===== config.mk =====
export PLATFORM = sky130hd
export DESIGN_NAME = board_access_ctrl
export DESIGN_NICKNAME = d
export VERILOG_FILES = /design/src/rtl/board_access_ctrl.sv
export SDC_FILE = /design/constraint.sdc
export NUM_CORES = 1
export LEC_CHECK = 0
export CORE_MARGIN = 4
export CORE_UTILIZATION = 51
export DETAILED_ROUTE_END_ITERATION = 8
export PLACE_DENSITY = 0.76
export SYNTH_ARGS = -nofsm -noshare
export SYNTH_HDL_FRONTEND = slang
export SYNTH_SLANG_ARGS = --single-unit
export TNS_END_PERCENT = 100

===== constraint.sdc =====
create_clock -name clk -period 4.11 [get_ports clk]
set_clock_uncertainty 0.1 [all_clocks]
set_input_delay 0.822 -clock clk [delete_from_list [all_inputs] [get_ports clk]]
set_output_delay 0.822 -clock clk [all_outputs]
set_load 0.005 [all_outputs]

===== src/rtl/board_access_ctrl.sv =====
// Single-port arbiter for the 20x10 gameboard RAM: renderer reads, game-logic writes,
// and a line-clear sequencer that drops full rows and compacts the board downward.
module board_access_ctrl #(
  parameter int ROWS = 20,
  parameter int COLS = 10,
  parameter int CW   = 3
) (
  input  logic          clk,
  input  logic          rst,
  input  logic          rd_req,
  input  logic [4:0]    rd_row,
  input  logic [3:0]    rd_col,
  output logic          rd_valid,
  output logic [CW-1:0] rd_data,
  input  logic          wr_req,
  input  logic [4:0]    wr_row,
  input  logic [3:0]    wr_col,
  input  logic [CW-1:0] wr_data,
  output logic          wr_ack,
  input  logic          clr_start,
  output logic          clr_busy,
  output logic          clr_done,
  output logic [4:0]    lines_cleared,
  output logic [7:0]    ram_addr,
  output logic          ram_we,
  output logic [CW-1:0] ram_wdata,
  input  logic [CW-1:0] ram_rdata
);

  typedef enum logic [2:0] {IDLE, READ, EVAL, WRITE, NEXT, FILL, DONE} state_t;
  typedef struct packed {
    logic [7:0]    addr;
    logic          we;
    logic [CW-1:0] wdata;
  } ram_req_t;

  state_t                  state, state_nx;
  logic [5:0]              src, dst, src_nx, dst_nx;
  logic [3:0]              col, col_nx, own_col;
  logic [4:0]              lines_nx;
  logic [COLS-1:0][CW-1:0] rbuf;
  logic                    own_fsm, rd_pend, rd_inr;
  logic                    rd_grant, wr_grant, wr_ok, fsm_req, fsm_grant, row_full, last_col;
  logic [5:0]              fsm_row;
  ram_req_t                req;

  function automatic logic [7:0] cell_addr(input logic [5:0] r, input logic [3:0] c);
    return 8'(r) * 8'(COLS) + 8'(c);
  endfunction

  always_comb begin
    rd_grant  = rd_req && (rd_row < 5'(ROWS)) && (rd_col < 4'(COLS));
    wr_ok     = (wr_row < 5'(ROWS)) && (wr_col < 4'(COLS));
    wr_grant  = (state == IDLE) && !clr_start && !rd_req && wr_req && !wr_ack;
    fsm_req   = state inside {READ, WRITE, FILL};
    fsm_grant = fsm_req && !rd_grant;
    fsm_row   = (state == READ) ? src : dst;
    last_col  = (col == 4'(COLS-1));
    row_full  = 1'b1;
    for (int i = 0; i < COLS; i++)
      if (rbuf[i] == '0) row_full = 1'b0;

    req = '0;
    if (rd_grant) begin
      req.addr = cell_addr({1'b0, rd_row}, rd_col);
    end else if (fsm_grant) begin
      req.addr  = cell_addr(fsm_row, col);
      req.we    = (state != READ);
      req.wdata = (state == WRITE) ? rbuf[col] : '0;
    end else if (wr_grant && wr_ok) begin
      req.addr  = cell_addr({1'b0, wr_row}, wr_col);
      req.we    = 1'b1;
      req.wdata = wr_data;
    end
    // Port outputs are combinational; force them low while reset is held.
    if (!rst) req = '0;
  end

  assign ram_addr  = req.addr;
  assign ram_we    = req.we;
  assign ram_wdata = req.wdata;
  assign rd_data   = (rst && rd_inr) ? ram_rdata : '0;
  assign clr_busy  = (state != IDLE);
  assign clr_done  = (state == DONE);

  always_comb begin
    state_nx = state;
    src_nx   = src;
    dst_nx   = dst;
    col_nx   = col;
    lines_nx = lines_cleared;
    case (state)
      IDLE: if (clr_start) begin
        src_nx   = 6'(ROWS-1);
        dst_nx   = 6'(ROWS-1);
        col_nx   = '0;
        lines_nx = '0;
        state_nx = READ;
      end
      READ: if (fsm_grant) begin
        col_nx = last_col ? 4'd0 : col + 4'd1;
        if (last_col) state_nx = EVAL;
      end
      EVAL: if (!own_fsm) begin
        if (row_full) begin
          if (lines_cleared < 5'(ROWS)) lines_nx = lines_cleared + 5'd1;
          state_nx = NEXT;
        end else if (dst == src) begin
          dst_nx   = dst - 6'd1;
          state_nx = NEXT;
        end else begin
          state_nx = WRITE;
        end
      end
      WRITE: if (fsm_grant) begin
        col_nx = last_col ? 4'd0 : col + 4'd1;
        if (last_col) begin
          dst_nx   = dst - 6'd1;
          state_nx = NEXT;
        end
      end
      // dst below zero means every row was kept, so nothing is left to blank.
      NEXT: if (src == 6'd0) state_nx = dst[5] ? DONE : FILL;
            else begin
              src_nx   = src - 6'd1;
              state_nx = READ;
            end
      FILL: if (fsm_grant) begin
        col_nx = last_col ? 4'd0 : col + 4'd1;
        if (last_col) begin
          if (dst == 6'd0) state_nx = DONE;
          else dst_nx = dst - 6'd1;
        end
      end
      DONE:    state_nx = IDLE;
      default: state_nx = IDLE;
    endcase
  end

  always_ff @(posedge clk or negedge rst) begin
    if (!rst) begin
      state         <= IDLE;
      src           <= '0;
      dst           <= '0;
      col           <= '0;
      lines_cleared <= '0;
      own_fsm       <= 1'b0;
      own_col       <= '0;
      rd_pend       <= 1'b0;
      rd_inr        <= 1'b0;
      wr_ack        <= 1'b0;
    end else begin
      state         <= state_nx;
      src           <= src_nx;
      dst           <= dst_nx;
      col           <= col_nx;
      lines_cleared <= lines_nx;
      own_fsm       <= fsm_grant && (state == READ);
      own_col       <= col;
      rd_pend       <= rd_req;
      rd_inr        <= rd_grant;
      wr_ack        <= wr_grant;
    end
  end

  assign rd_valid = rd_pend;

  always_ff @(posedge clk)
    if (own_fsm) rbuf[own_col] <= ram_rdata;

endmodule


Word-level counts from Yosys, hierarchy flattened:

Cells that the tools add are included.

* memories kept: 0
* bits in latches: 0
* RAM bits: 0
* input port bits: 29
* output and inout bits: 24
* register bits: 62
* ROM bits: 0

* $lt $le $gt $ge: 8
* eq/ne operators: 25
* bitwise gates (word level): 0
* div/mod/pow operators: 0
* reductions and logical operators: 41
* shift operators: 0
* add/subtract/negate cells: 7
* multiply operators: 3
* muxes and demuxes: 58

Operators with widths (count)
* two-way mux 6 bit: 11
* two-way mux 3 bit: 16
* two-way mux 12 bit: 3
* zero test 3 bit: 11
* bitwise mux 30 bit: 1
* != test 2 bit, second input constant: 14
* adder 8 x 4 -> 8 bit: 3
* case mux 6 bit (4 select lines): 1
* two-way mux 5 bit: 4
* case mux 3 bit (6 select lines): 1
* two-way mux 4 bit: 4
* less-than comparator 5 bit, second input constant: 3
* multiplier 5 x 3 -> 7 bit, second input constant: 2
* binary-select mux 3 bit (select 4 bit): 1
* demux 3 bit (select 4 bit): 1
* logical AND 1 bit: 12
* zero test 6 bit: 2
* case mux 6 bit (2 select lines): 1
* subtractor 6 x 1 -> 6 bit, second input constant: 2
* less-than comparator 4 x 5 -> 1 bit, second input constant: 2
* two-way mux 1 bit: 10
* case mux 5 bit (2 select lines): 1
* AND reduction 10 bit: 1
* equality test 3 bit, second input constant: 3
* 22 further kinds: 32

Depth between registers and ports, before layout:

Gate-level depths: netlist of the first run.

* depth in word-level cells: 14
* mapped depth: 14
* gate-level depth less buffers: 12

Worst setup path before layout of the first run:

No wires, ideal clock.

* path kind: flip-flop to output port
* from: register state[1]
* to: output port ram_addr[7]
* arrival time: 3.368 ns
* setup slack: -0.180 ns
* cell stages (with the launch flop): 14
* path buffers: 2
* data required time: 3.188 ns
* cells stage by stage: dfrtp_1 -> buf_4 -> nor3b_1 -> clkbuf_1 -> mux2_2 -> ha_1 -> ha_1 -> inv_1 -> fa_1 -> xnor2_1 -> or3b_2 -> xnor3_1 -> a22oi_1 -> a21oi_1

* cells in the longest elaborated chain, start to end: 10
* elaborated cells between the ends (all ways): 18
* classes of those cells: add/sub: 1; mul: 1; eq/ne: 3; mux: 5; reduce/logical: 8

RTL lines
* from (decl): RTL line 37 `state_t state, state_nx;`
* from (signal assigned): RTL line 153 `state <= state_nx;`
* branches (longest 7 deep; another with adder 8 x 4 -> 8 bit)
* two-way mux 12 bit (*): RTL line 66 `end else if (fsm_grant) begin`
* two-way mux 8 bit (*): RTL line 64 `if (rd_grant) begin`
* two-way mux 12 bit (*): RTL line 76 `if (!rst) req = '0;`
* to (decl): RTL line 24 `output logic [7:0] ram_addr,`

Mark *: on every way between the ends.

Final worst setup path of the first run:

Ends and elaborated chain as after synthesis.

==> results.yml, run 1 <==
finish:
  diodes: 0
  layout.nets: 606
  final_cells: 646
  final.fill_count: 620
  regArea_mm2: 0.00170
  drive_gt1_share_pct: 25.7
  multi_input_area_mm2: 0.00265
  stdcell_area_mm2: 0.00577
  area_growth_pct: 32.6
placed_design:
  gp_congestion: 0.896
  dp_cells: 621
  dp_hpwl_um: 8380
  port_buffers: 52
  place_area_mm2: 0.00540
synthesis:
  seq_area_frac_synth_pct: 39.1
  avgSynthCellArea_um2: 10.5
  synth_area_mm2: 0.00435
  synth_mux_area_share_pct: 6.03
  ys_types: 66
  synth_fa_ha_area_share_pct: 12.8
  synth-seq-cells: 62
  synth_fp_nets: 486
  yosysMostFrequentCell: "ha_1"
  synth_top_family_by_area: "simple AND/OR/NAND/NOR gates"
  synth-simple-area-share_pct: 18.2
  synth_compound_area_share_pct: 13.9
  synth_edf_count: 30
  synth_top_flop_cell: "dfrtp_1"
  yosys-top-cells-area: "edfxtp_1 21%, dfrtp_1 18%, ha_1 10%"
  synthTopCellsByCount: "35 x ha_1, 32 x dfrtp_1, 32 x nor2_1"
  yosysTopAreaCell: "edfxtp_1"
  synth_xor_area_share_pct: 6.75
  synth_warnings: 0
  ys_async_sr_fraction_pct: 51.6
  synth_top_area_share_pct: 20.7
  netlist_instances: 416
floorplan:
  die-area_mm2: 0.0101
  die_y_um: 100
  core_region_area_mm2: 0.00826
  start_util_pct: 52.7
  fp.dieW_um: 100
  pin_count: 53
  placementRows: 33
clock_tree:
  clock_sink_count: 62
  cts_buffer_depth: 2
  h-tree-depth: 3
  cts_root_buffer: "clkbuf_8"
  clk_pin_slew_ns: 0.07
  cts_hold_buf: 0
  insertion_delay_ns: 0.35
  cts_inserted_buffers: 9
  cts_tree: "done"
power:
  power_mw: 3.81
  ir_drop_v: 0.000282
  power_density_mw_per_mm2: 660
  p_leak_nw: 2.50
grt:
  grt_max_degree: 26
  grt_pass1_wl_um: 18000
  antenna_found_initial: 0
  overflow: 0
  grt_pass1_vias: 3727
  track_usage_pct: 22.7
timing:
  rsz0062_at_grt: "true"
  fmax_ghz: 0.229
  final_hold_viol_count: 0
  finalSetupViolations: 3
  max_slew_margin_pct: 26.7
  drv_slew: 0
  tightestPinTransition_ns: 1.08
  fin_crit_ns: 4.36
  finalCritPeriodShare_pct: 106
  setup_ws_ns: -0.254
  fin_tns_setup_ns: -0.702
  holdWs_ns: 0.285
route:
  vias: 3699
  drt-wirelength-per-cell_um: 17.0
  final_antenna_net_count: 0
  via_per_inst: 5.73
  drt_iter0_drc: 198
  firstDrtPassIters: 5
  drt_wl_total_um: 11000
  drc: 0
min_path:
  hold_class: "in2async"
worst_setup_path:
  worstSetupStartpointType: "register"
  worstPathArrival_ns: 3.44
  endpoint_kind: "output port"
  path_max_fanout: 7
  critPathRequiredTime_ns: 3.19
  crit_type: "reg2out"
status:
  violations: "setup timing"
  outcome: "finished, violations left"
flow_run:
  max_cap_viol_count: 0
==> critical path: stages, from the launching register on <==
cell and delay [ns]:
dfrtp_1 0.40, nor3b_2 0.19, buf_4 0.16, buf_6 0.13, nor2_2 0.04, a21o_1 0.19
ha_4 0.28, ha_4 0.13, inv_2 0.04, fa_2 0.34, xnor2_2 0.15, or3b_4 0.39
xnor3_1 0.21, a22oi_2 0.21, a21oi_1 0.09, buf_2 0.13
==> repair_timing <==
action                     in CTS  in global routing
setup endpoints to repair       5                  5
setup buffers                   8                  4
resized for setup              36                 16
pin swaps                      14                 21
==> area by class of cell <==
type | instances | area share (%)
sequential | 62 | 29.5
clock buffer | 9 | 2.15
multi-input combinational | 321 | 45.9
tap | 105 | 2.28
timing repair buffer | 122 | 18.0
clock inverter | 7 | 0.867
inverter | 20 | 1.30
==> metrics by stage <==
| stage | utilization (%) | setup slack (ns) |
|---|---|---|
| global placement | 65.4 | -0.524 |
| floorplan | - | 0.00770 |
| finish | 69.9 | -0.254 |
| detailed placement | 65.4 | -0.585 |
| CTS | 69.1 | -0.444 |
| global route | 69.9 | -0.356 |
==> sequential cells by signal (all words and copies together), names as in the netlist <==
signal and cells:
col 4, dst 6, lines_cleared 5, own_col 4, own_fsm 1, rbuf 30, rd_inr 1, rd_valid 1
src 6, state 3, wr_ack 1
==> report_power, final <==
part,internal (mW),switching (mW)
clock,0.219,0.255
combinational,1.27,1.18
sequential,0.766,0.121
==> per-layer routing <==
layer	global-route usage, %	routed length (µm)	up-vias
li1	-	-	1780
met1	28.9	4570	1773
met2	39.1	5620	121
met3	4.45	609	25
met4	6.94	203	0
met5	0	0	-
==> path summary, 6_finish.rpt <==
path / from / to / slack [ns] / depth (start not counted)
worst max-delay path: state[1]$_DFFE_PN0P_ / ram_addr[7] / -0.25 / 15
worst min register to register: wr_ack$_DFF_PN0_ / wr_ack$_DFF_PN0_ / 0.38 / 1
worst min-delay path: rst / col[2]$_DFFE_PN0P_ / 0.28 / 1
max in group asynchronous: rst / dst[2]$_DFFE_PN0P_ / 2.97 / 2
worst max register to register: col[0]$_DFFE_PN0P_ / dst[5]$_DFFE_PN0P_ / 1.61 / 6
min in group clk: wr_ack$_DFF_PN0_ / wr_ack$_DFF_PN0_ / 0.38 / 1
==> logic make-up after synthesis <==
family          after synthesis
xor+xnor                     32
simple gates                140
fa+ha+maj                    41
compound gates               90
flops                        62
buf+inv                      33
mux                          18
==> cells in the final DEF, fill, tap and decap left out, types with 4 or more instances in the layout <==
master,n
nand3_1,9
edfxtp_1,30
dfrtp_1,32
buf_2,4
fa_1,4
xor2_1,14
nand2_1,31
and3_1,12
ha_1,30
or3_1,5
nor2_1,31
a31oi_1,4
mux2i_1,6
xnor2_1,15
mux4_2,6
a22oi_1,7
inv_1,16
clkdlybuf4s50_1,45
clkbuf_8,9
nor4_2,5
buf_4,66
a21oi_1,18
nor3_1,14
o21ai_0,16
nand2b_1,4
a21o_1,10
buf_6,4
nor2b_1,5
(Power assumes the default switching activity.)
==> run 2: changes to the inputs <==
--- a/config.mk
+++ b/config.mk
@@ -5,6 +5,7 @@
 export SDC_FILE = /design/constraint.sdc
 export NUM_CORES = 1
 export LEC_CHECK = 0
+export CORE_ASPECT_RATIO = 0.75
 export CORE_MARGIN = 4
 export CORE_UTILIZATION = 51
 export DETAILED_ROUTE_END_ITERATION = 8
==> results.yml, run 2 (synthesized netlist as in run 1, its figures left out) <==
timing:
  rsz0062_at_grt: "true"
  fin_crit_ns: 4.32
  final_hold_viol_count: 0
  holdWs_ns: 0.261
  setup_ws_ns: -0.214
  fin_tns_setup_ns: -0.314
  max_slew_margin_pct: 37.9
  tightestPinTransition_ns: 0.917
  fmax_ghz: 0.231
  drv_slew: 0
  finalCritPeriodShare_pct: 105
  finalSetupViolations: 3
finish:
  area_growth_pct: 36.4
  final.fill_count: 536
  layout.nets: 604
  fin_util_pct: 73.4
  diodes: 0
  largest_reg_flops: 30
  drive_gt1_share_pct: 25.6
  stdcell_area_mm2: 0.00594
  final_cell_mix: "63 x buf_4, 45 x clkdlybuf4s50_1, 32 x dfrtp_1, 31 x nor2_1"
  layout_commonest_cell: "buf_4"
  reg.largest.list: "rbuf (30), dst (6), src (6)"
  regMostFlops: "rbuf"
clock_tree:
  cts_tree: "done"
  insertion_delay_ns: 0.33
  cts_hold_buf: 0
  cts_root_buffer: "clkbuf_16"
  cts_inserted_buffers: 9
  cts_buffer_depth: 2
  clock_sink_count: 62
  h-tree-depth: 3
  clk_pin_slew_ns: 0.06
route:
  drt_iter0_drc: 237
  firstDrtPassIters: 7
  via_per_inst: 5.89
  wirelength_met1_um: 5440
  wl_met2_um: 5420
  drt-wirelength-per-cell_um: 18.6
  final_antenna_net_count: 0
  vias: 3791
  drc: 0
  drt_wl_total_um: 12000
  wl_met3_um: 1000
  top_layer: "met4"
floorplan:
  core_region_area_mm2: 0.00809
  start_util_pct: 53.8
  placementRows: 28
  fp.dieW_um: 115
  die_y_um: 88.0
  die-area_mm2: 0.0101
  pin_count: 53
grt:
  antenna_found_initial: 1
  grt_pass1_vias: 3841
  grt_pass1_wl_um: 19300
  grt_max_degree: 31
  overflow: 0
  track_usage_pct: 24.7
status:
  outcome: "finished, violations left"
  violations: "setup timing"
worst_setup_path:
  worst_r2r_path_depth: 6
  max_stage_delay_ns: 0.40
  critPathRequiredTime_ns: 3.19
  path_max_fanout: 7
  worstPathArrival_ns: 3.40
  cp_cell_sequence: "nor3b_4, buf_6, buf_6, nor2_2, a21o_1, ha_4, ha_4, inv_2, fa_2, xnor2_2, or3b_4, xnor3_1, a22oi_1, a21oi_1, buf_2"
  cp_slowest_cell: "dfrtp_1"
  crit_type: "reg2out"
  endpoint_kind: "output port"
  worstSetupStartpointType: "register"
placed_design:
  place_area_mm2: 0.00540
  dp_hpwl_um: 8820
  gp_congestion: 0.873
  dp_slack_ns: -0.599
  port_buffers: 52
power:
  power_density_mw_per_mm2: 697
  ir_drop_v: 0.000520
  p_leak_nw: 2.56
flow_run:
  max_cap_viol_count: 0
min_path:
  hold_class: "in2async"
## run 2: cell types whose count changed in the layout (fill, tap and decap cells not counted), moves of 2 or more
cell           change
clkbuf_16          +9
bufinv_16          +2
ha_1               -2
ha_4               +3
clkbuf_8           -9
clkbuf_1           +2
clkinvlp_4         -3
dlygate4sd2_1      +2
buf_4              -3
## run 2: worst paths after layout
kind                       slack, ns                           end                 start
max in group asynchronous       2.96  lines_cleared[0]$_DFFE_PN0P_                   rst
min in group clk                0.36              wr_ack$_DFF_PN0_      wr_ack$_DFF_PN0_
min                             0.26            rd_valid$_DFF_PN0_                   rst
max reg2reg                     1.50            dst[5]$_DFFE_PN0P_    col[0]$_DFFE_PN0P_
max                            -0.21                   ram_addr[7]  state[1]$_DFFE_PN0P_
min reg2reg                     0.36              wr_ack$_DFF_PN0_      wr_ack$_DFF_PN0_
## run 2: stage by stage
stage                     instances  total power, mW
final                           644             4.14
after global routing            644             4.39
after CTS                       641             3.97
after detailed placement        621             2.99
after global placement          621             2.92
after floorplan                 416             2.17
## run 2: final cells by class
cell class	count	area [µm²]	share of cell area (%)
inverters	20	75.1	1.26
repair buffers	120	1030	17.3
clock buffers	11	233	3.92
well taps	105	131	2.21
flip-flops and latches	62	1700	28.7
multi-input cells	321	2690	45.4
clock inverters	5	73.8	1.24
## run 2: timing repair
action / 4_1_cts / 5_1_grt
resized for setup: 35 / 23
pin swaps: 16 / 17
setup buffers: 6 / 5
endpoints found under the setup margin: 5 / 12
## run 2: power by group
part           switching (mW)  internal, mW
combinational            1.20          1.25
sequential              0.128         0.768
clock                   0.266         0.527
## run 2: worst max-delay path, delay by kind of cell (launching register included)
family / cells / cell delay (ns)
buf+inv: 4 / 0.43
xor+xnor: 2 / 0.40
simple gates: 3 / 0.63
compound gates: 3 / 0.46
flops: 1 / 0.40
fa+ha+maj: 3 / 0.75
## run 2: metal layers
metal | GRT usage (%) | vias to the layer above
met5 | 0 | -
met2 | 38.7 | 153
met4 | 5.86 | 0
li1 | - | 1785
met1 | 34.4 | 1836
met3 | 6.77 | 17
==> RTL edit 1 (settings of run 2) <==
Register the output `lines_cleared` once more, cleared by the reset; this adds one clock of latency there. The other outputs are not delayed to match.
--- a/src/rtl/board_access_ctrl.sv
+++ b/src/rtl/board_access_ctrl.sv
@@ -35,2 +35,4 @@
   } ram_req_t;
+
+  logic [4:0] lines_cleared_s0;
 
@@ -90,3 +92,3 @@
     col_nx   = col;
-    lines_nx = lines_cleared;
+    lines_nx = lines_cleared_s0;
     case (state)
@@ -105,3 +107,3 @@
         if (row_full) begin
-          if (lines_cleared < 5'(ROWS)) lines_nx = lines_cleared + 5'd1;
+          if (lines_cleared_s0 < 5'(ROWS)) lines_nx = lines_cleared_s0 + 5'd1;
           state_nx = NEXT;
@@ -145,3 +147,3 @@
       col           <= '0;
-      lines_cleared <= '0;
+      lines_cleared_s0 <= '0;
       own_fsm       <= 1'b0;
@@ -156,3 +158,3 @@
       col           <= col_nx;
-      lines_cleared <= lines_nx;
+      lines_cleared_s0 <= lines_nx;
       own_fsm       <= fsm_grant && (state == READ);
@@ -170,2 +172,10 @@
 
+  always_ff @(posedge clk or negedge rst) begin
+    if (!rst) begin
+      lines_cleared <= '0;
+    end else begin
+      lines_cleared <= lines_cleared_s0;
+    end
+  end
+
 endmodule
Behaviour: same outputs for any inputs over 10 cycles, from zero or initial values and one cycle with rst low; that may be too few to reach the edited logic, so the function may still have changed.
==> RTL edit 1 against run 2 <==
  * The run still ends with setup timing left
  * Cell count rose by 1.6%
  * Wire length down 5.3%
  * Setup slack worse by 0.14 ns
  * Synthesized area is 1.7% higher
  * Die area rose by 1.5%
  * Worst hold slack better by 0.052 ns
  * Combinational power fell by 27%
  * Sequential power shrank 2.5%
  * Design area about the same
  * Sequential cell count up 5
  * Total power fell by 17%
  * Sequential share of layout area grew 2.1 points
  * Critical path type unchanged
  * Critical endpoint is now ram_addr[6]
==> RTL edit 1: results (changes against run 2) <==
Leak 0.00261 uW (was 0.00256 uW); # diodes 0 (unchanged); clk root buf clkbuf_16 (unchanged); vias per cell 5.76 (was 5.89); critical path startpoint state[2] (was state[1]); Critical Path Fanout Max 4 (was 7); DR top layer met4 (unchanged); Synthesized Nets 490 (was 486); Design Power 3450 uW (was 4140 uW); total track usage 24.0% (was 24.7%); Crit path largest cell delay 0.44 ns (was 0.40 ns); worst-margin pin slew 0.793 ns (was 0.917 ns); Max VDD drop 0.000371 V (was 0.000520 V); # setup viols final 4 (was 3); slowest stage cell on the critical path fa_2 (was dfrtp_1); Worst Hold Class in -> async (unchanged); Post-synth EDFFs 30 (unchanged); DR pass1 iterations 5 (was 7); Primary FF master, synth dfrtp_1 (unchanged); Synth area leaders dfrtp_1 (21%), edfxtp_1 (20%), ha_1 (9.9%), xnor2_1 (3.2%), xor2_1 (3.2%) (was edfxtp_1 (21%), dfrtp_1 (18%), ha_1 (10%), xnor2_1 (3.2%), mux4_2 (3.1%)); nets 611 (was 604); Initial DRC Count 300 (was 237); routed wire length 11300 um (was 12000 um); top flop regs rbuf x30, dst x6, src x6 (unchanged); RR Startpoint col[0] (unchanged); Clock Pin Slew Worst Setup and Hold Paths 0.06 ns (about the same); Cell Area, Placed 5490 sq um (was 5400 sq um); RePlAce Congestion 0.907 (was 0.873); sequential-to-total area share from yosys stat 41.3% (was 39.1%); failing checks setup timing (unchanged); clock tree buffer depth 2 (unchanged); switching power 1280 uW (was 1600 uW); fraction of layout cells with a size suffix above 1 23.4% (was 25.6%); CTS buffer count 9 (unchanged); critical path data arrival time 3.54 ns (was 3.40 ns); r2r setup slk 1.18 ns (was 1.50 ns); Clk Latency, worst-skew pair 0.34 ns; synth unique cells 60 (was 66); HPWL Detailed 8480 um (was 8820 um); met3 wire length 621 um (was 1000 um); commonest cells in the netlist dfrtp_1 (37), nor2_1 (36), ha_1 (35) (was ha_1 (35), dfrtp_1 (32), nor2_1 (32)); wire length on met1 5090 um (was 5440 um); Port Buffer Count 52 (unchanged); first-pass GRT wire length 18900 um (was 19300 um); final setup margin -0.357 ns (was -0.214 ns); vias in the first global route 3823 (was 3841); antenna violations before repair 0 (was 1); status finished with violations (unchanged); largest net degree at the start of global routing 29 (was 31); logic gate share of total power 51.9% (was 59.2%); Clk pwr share 22.8% (was 19.2%); CTS H-Tree Depth 3 (unchanged); Fillers 634 (was 536); Async SR Flop Fraction 55.2% (was 51.6%); Routed met2 length 5470 um (was 5420 um)
## RTL edit 1: cell types whose count changed in the layout (fill, tap and decap cells not counted), moves of 4 or more
| cell | before | now |
|---|---|---|
| nor3_1 | 13 | 21 |
| nor3b_1 | 0 | 4 |
| inv_6 | 0 | 4 |
| nor2_1 | 31 | 35 |
| nand2_1 | 30 | 25 |
| buf_4 | 63 | 69 |
| ha_4 | 6 | 0 |
| ha_1 | 28 | 34 |
| a21oi_1 | 18 | 13 |
| mux2i_1 | 6 | 10 |
| a22oi_1 | 8 | 4 |
| dfrtp_1 | 32 | 37 |
| nor4_2 | 5 | 1 |
## RTL edit 1: worst reg2reg max path: cells and delay by family, from the launching register on
family / cells / cell delay (ns)
multiplexers: 1 / 0.37
AO/OA/AOI/OAI: 3 / 0.73
flip-flops: 1 / 0.75
adder cells (fa/ha/maj): 1 / 0.16
buffers and inverters: 1 / 0.25
AND/OR/NAND/NOR: 2 / 0.46
## RTL edit 1: cell type report
cell class,instances,area [sq um],area share (%)
flip-flops and latches,67,1830,30.8
repair buffers,124,1050,17.8
inverters,20,75.1,1.27
multi-input cells,319,2540,42.8
clock inverters,7,81.3,1.37
well taps,108,135,2.28
clock buffers,9,225,3.80
## RTL edit 1: final timing paths
check                           depth (start not counted)               end
worst max-delay path                                   14       ram_addr[6]
worst min-delay path                                    1        own_col[0]
worst max register to register                          8            dst[1]
worst min register to register                          0  lines_cleared[4]
max in group asynchronous                               2            src[3]
min in group clk                                        0  lines_cleared[4]
## RTL edit 1: logic make-up (layout without fill, tap and decap cells)
kind of cell / Yosys count / in the layout / synth area share, %
xor+xnor: 33 / 33 / 6.84
mux: 22 / 22 / 6.84
fa+ha+maj: 41 / 41 / 12.6
simple gates: 144 / 144 / 17.1
buf+inv: 34 / 160 / 3.11
flops: 67 / 67 / 41.3
compound gates: 79 / 79 / 12.3
## RTL edit 1: routing by layer
layer	GRT usage (%)	up-vias
met5	0	-
met1	32.2	1835
met2	38.7	119
li1	-	1797
met3	5.06	18
met4	8.74	0
## RTL edit 1: timing repair
item,CTS,global route
endpoints found under the setup margin,5,8
buffers inserted,5,4
pin swaps,15,14
resized for setup,28,9
## RTL edit 1: per-stage QoR
step	cells	worst slack, ns	setup TNS (ns)	util (%)	hold WS [ns]
5_1_grt	654	-0.520	-1.68	70.2	0.324
2_1_floorplan	420	0.00884	0	-	0.275
6_report	654	-0.357	-1.08	70.2	0.313
3_3_place_gp	629	-0.511	-1.29	65.0	0.289
3_5_place_dp	629	-0.678	-1.70	65.0	0.301
4_1_cts	650	-0.446	-1.17	69.5	0.311
==> RTL edit 2 (settings of run 2) <==
Made on the original files. Change the parameter `CW` from 3 to 5.
--- a/src/rtl/board_access_ctrl.sv
+++ b/src/rtl/board_access_ctrl.sv
@@ -5,3 +5,3 @@
   parameter int COLS = 10,
-  parameter int CW   = 3
+  parameter int CW   = 5
 ) (
Interface: changed (resized ram_rdata, ram_wdata, rd_data and wr_data); port bits go from 53 to 61. The function was not compared with the original's and may differ.
==> RTL edit 2 against run 2 <==
  * The flow still finishes with violations (setup timing)
  * Combinational power grew 13%
  * Design area grew 18%
  * Wire length grew 25%
  * Sequential share of layout area grew 4.2 points
  * Total power grew 15%
  * Critical endpoint unchanged
  * Setup slack gained 0.0038 ns
  * Critical path type unchanged
  * Synthesized area grew 22%
  * Fmax is essentially flat
  * Largest power group unchanged
  * Sequential cell count grew 20
  * Worst hold slack gained 0.040 ns
  * Global-route usage grew 0.10 points
==> RTL edit 2: results (changes against run 2) <==
largest net degree at the start of global routing 26 (was 31); FF-to-FF End dst[3] (was dst[5]); r2r setup slk 1.48 ns (was 1.50 ns); total track usage 24.8% (was 24.7%); RePlAce Congestion 0.936 (was 0.873); antenna violations before repair 0 (was 1); Async SR Flop Fraction 39.0% (was 51.6%); Post-synth EDFFs 50 (was 30); Leak 0.00287 uW (was 0.00256 uW); Worst R2R Path Depth 8 (was 6); Primary FF master, synth edfxtp_1 (was dfrtp_1); first-pass GRT wire length 23100 um (was 19300 um); status finished with violations (unchanged); final setup margin -0.210 ns (was -0.214 ns); Critical Path Fanout Max 3 (was 7); synth unique cells 71 (was 66); Clk Latency, worst-skew pair 0.34 ns; failing checks setup timing (unchanged); cells after synthesis 467 (was 416); placed insts 706 (was 621); routed wire length 14900 um (was 12000 um); nets 663 (was 604); Worst slew margin 41.9% (was 37.9%); Synth area leaders edfxtp_1 (28%), dfrtp_1 (15%), ha_1 (8.3%), mux2i_1 (3.2%), mux4_2 (3.0%) (was edfxtp_1 (21%), dfrtp_1 (18%), ha_1 (10%), xnor2_1 (3.2%), mux4_2 (3.1%)); Crit path largest cell delay 0.41 ns; Via Count 4416 (was 3791); # setup viols final 2 (was 3); Initial DRC Count 497 (was 237); Final Non-Filler Cells 726 (was 644); Max VDD drop 0.000332 V (was 0.000520 V); Fillers 682 (was 536); setup TNS -0.281 ns (was -0.314 ns); Synthesized Nets 541 (was 486); top flop regs rbuf x50, dst x6, src x6 (was rbuf x30, dst x6, src x6); DR pass1 iterations 5 (was 7); fraction of layout cells with a size suffix above 1 24.9% (was 25.6%); HPWL Detailed 10800 um (was 8820 um); Port Buffer Count 60 (was 52); number of max-cap violations 0 (unchanged); Cell Area, Placed 6440 sq um (was 5400 sq um); commonest cells in the netlist edfxtp_1 (50), nor2_1 (42), ha_1 (35) (was ha_1 (35), dfrtp_1 (32), nor2_1 (32))
[RTL edit 2: cell count changes in the layout (fill, tap and decap cells not counted), sizes merged, moves of 5 or more]
cell / change
edfxtp: +20
nand2b: +5
mux2i: +11
nor2: +10
clkdlybuf4s50: +6
o22ai: +6
or4: +8
[RTL edit 2: cells by family after synthesis]
family | synth area share, %
AND/OR/NAND/NOR | 16.5
XOR/XNOR | 5.21
AO/OA/AOI/OAI | 12.2
buffers and inverters | 2.95
flip-flops | 43.4
multiplexers | 9.22
adder cells (fa/ha/maj) | 10.5
[RTL edit 2: what timing repair did]
action	4_1_cts	5_1_grt
pin swaps	17	14
buffers inserted	4	0
gates resized for setup	47	16
gates cloned	0	0
endpoints found under the setup margin	8	11
hold buffers	0	0
[RTL edit 2: power by group]
group,switching [uW],internal [uW],leakage (uW)
sequential,148,1010,0.000848
clock,380,432,0.000149
combinational,1380,1410,0.00188
[RTL edit 2: area by class of cell]
type	count	area [sq um]	area share, %
multi-input combinational	354	3090	44.0
sequential	82	2300	32.8
timing repair buffer	127	1100	15.7
clock buffer	9	225	3.21
tap	132	165	2.35
clock inverter	7	76.3	1.09
inverter	15	56.3	0.803
[RTL edit 2: worst max-delay path: cells and delay by family, from the launching register on]
family	cells	cell delay, ns
multiplexers	1	0.35
adder cells (fa/ha/maj)	3	0.81
AO/OA/AOI/OAI	2	0.27
buffers and inverters	2	0.17
XOR/XNOR	2	0.39
AND/OR/NAND/NOR	2	0.68
flip-flops	1	0.41
[RTL edit 2: layer usage]
layer	wire length (um)	part of all wire, %	GRT usage, %
met1	6570	44	34.2
met2	6940	46	39.8
met3	1270	8.5	6.54
met4	165	1.1	5.71
met5	0	0	0
[RTL edit 2: stage by stage]
stage               util [%]  setup slack [ns]
floorplan                  -            0.0225
global placement        65.1            -0.494
detailed placement      65.1            -0.542
CTS                     70.0            -0.347
global route            70.9            -0.313
finish                  70.9            -0.210
[RTL edit 2: worst max-delay path by stage]
stage | to | slack [ns]
after floorplan | ram_addr[7] | 0.02
after global placement | ram_addr[7] | -0.49
after detailed placement | ram_addr[7] | -0.54
after CTS | ram_addr[7] | -0.35
after global routing | ram_addr[7] | -0.31
final | ram_addr[7] | -0.21
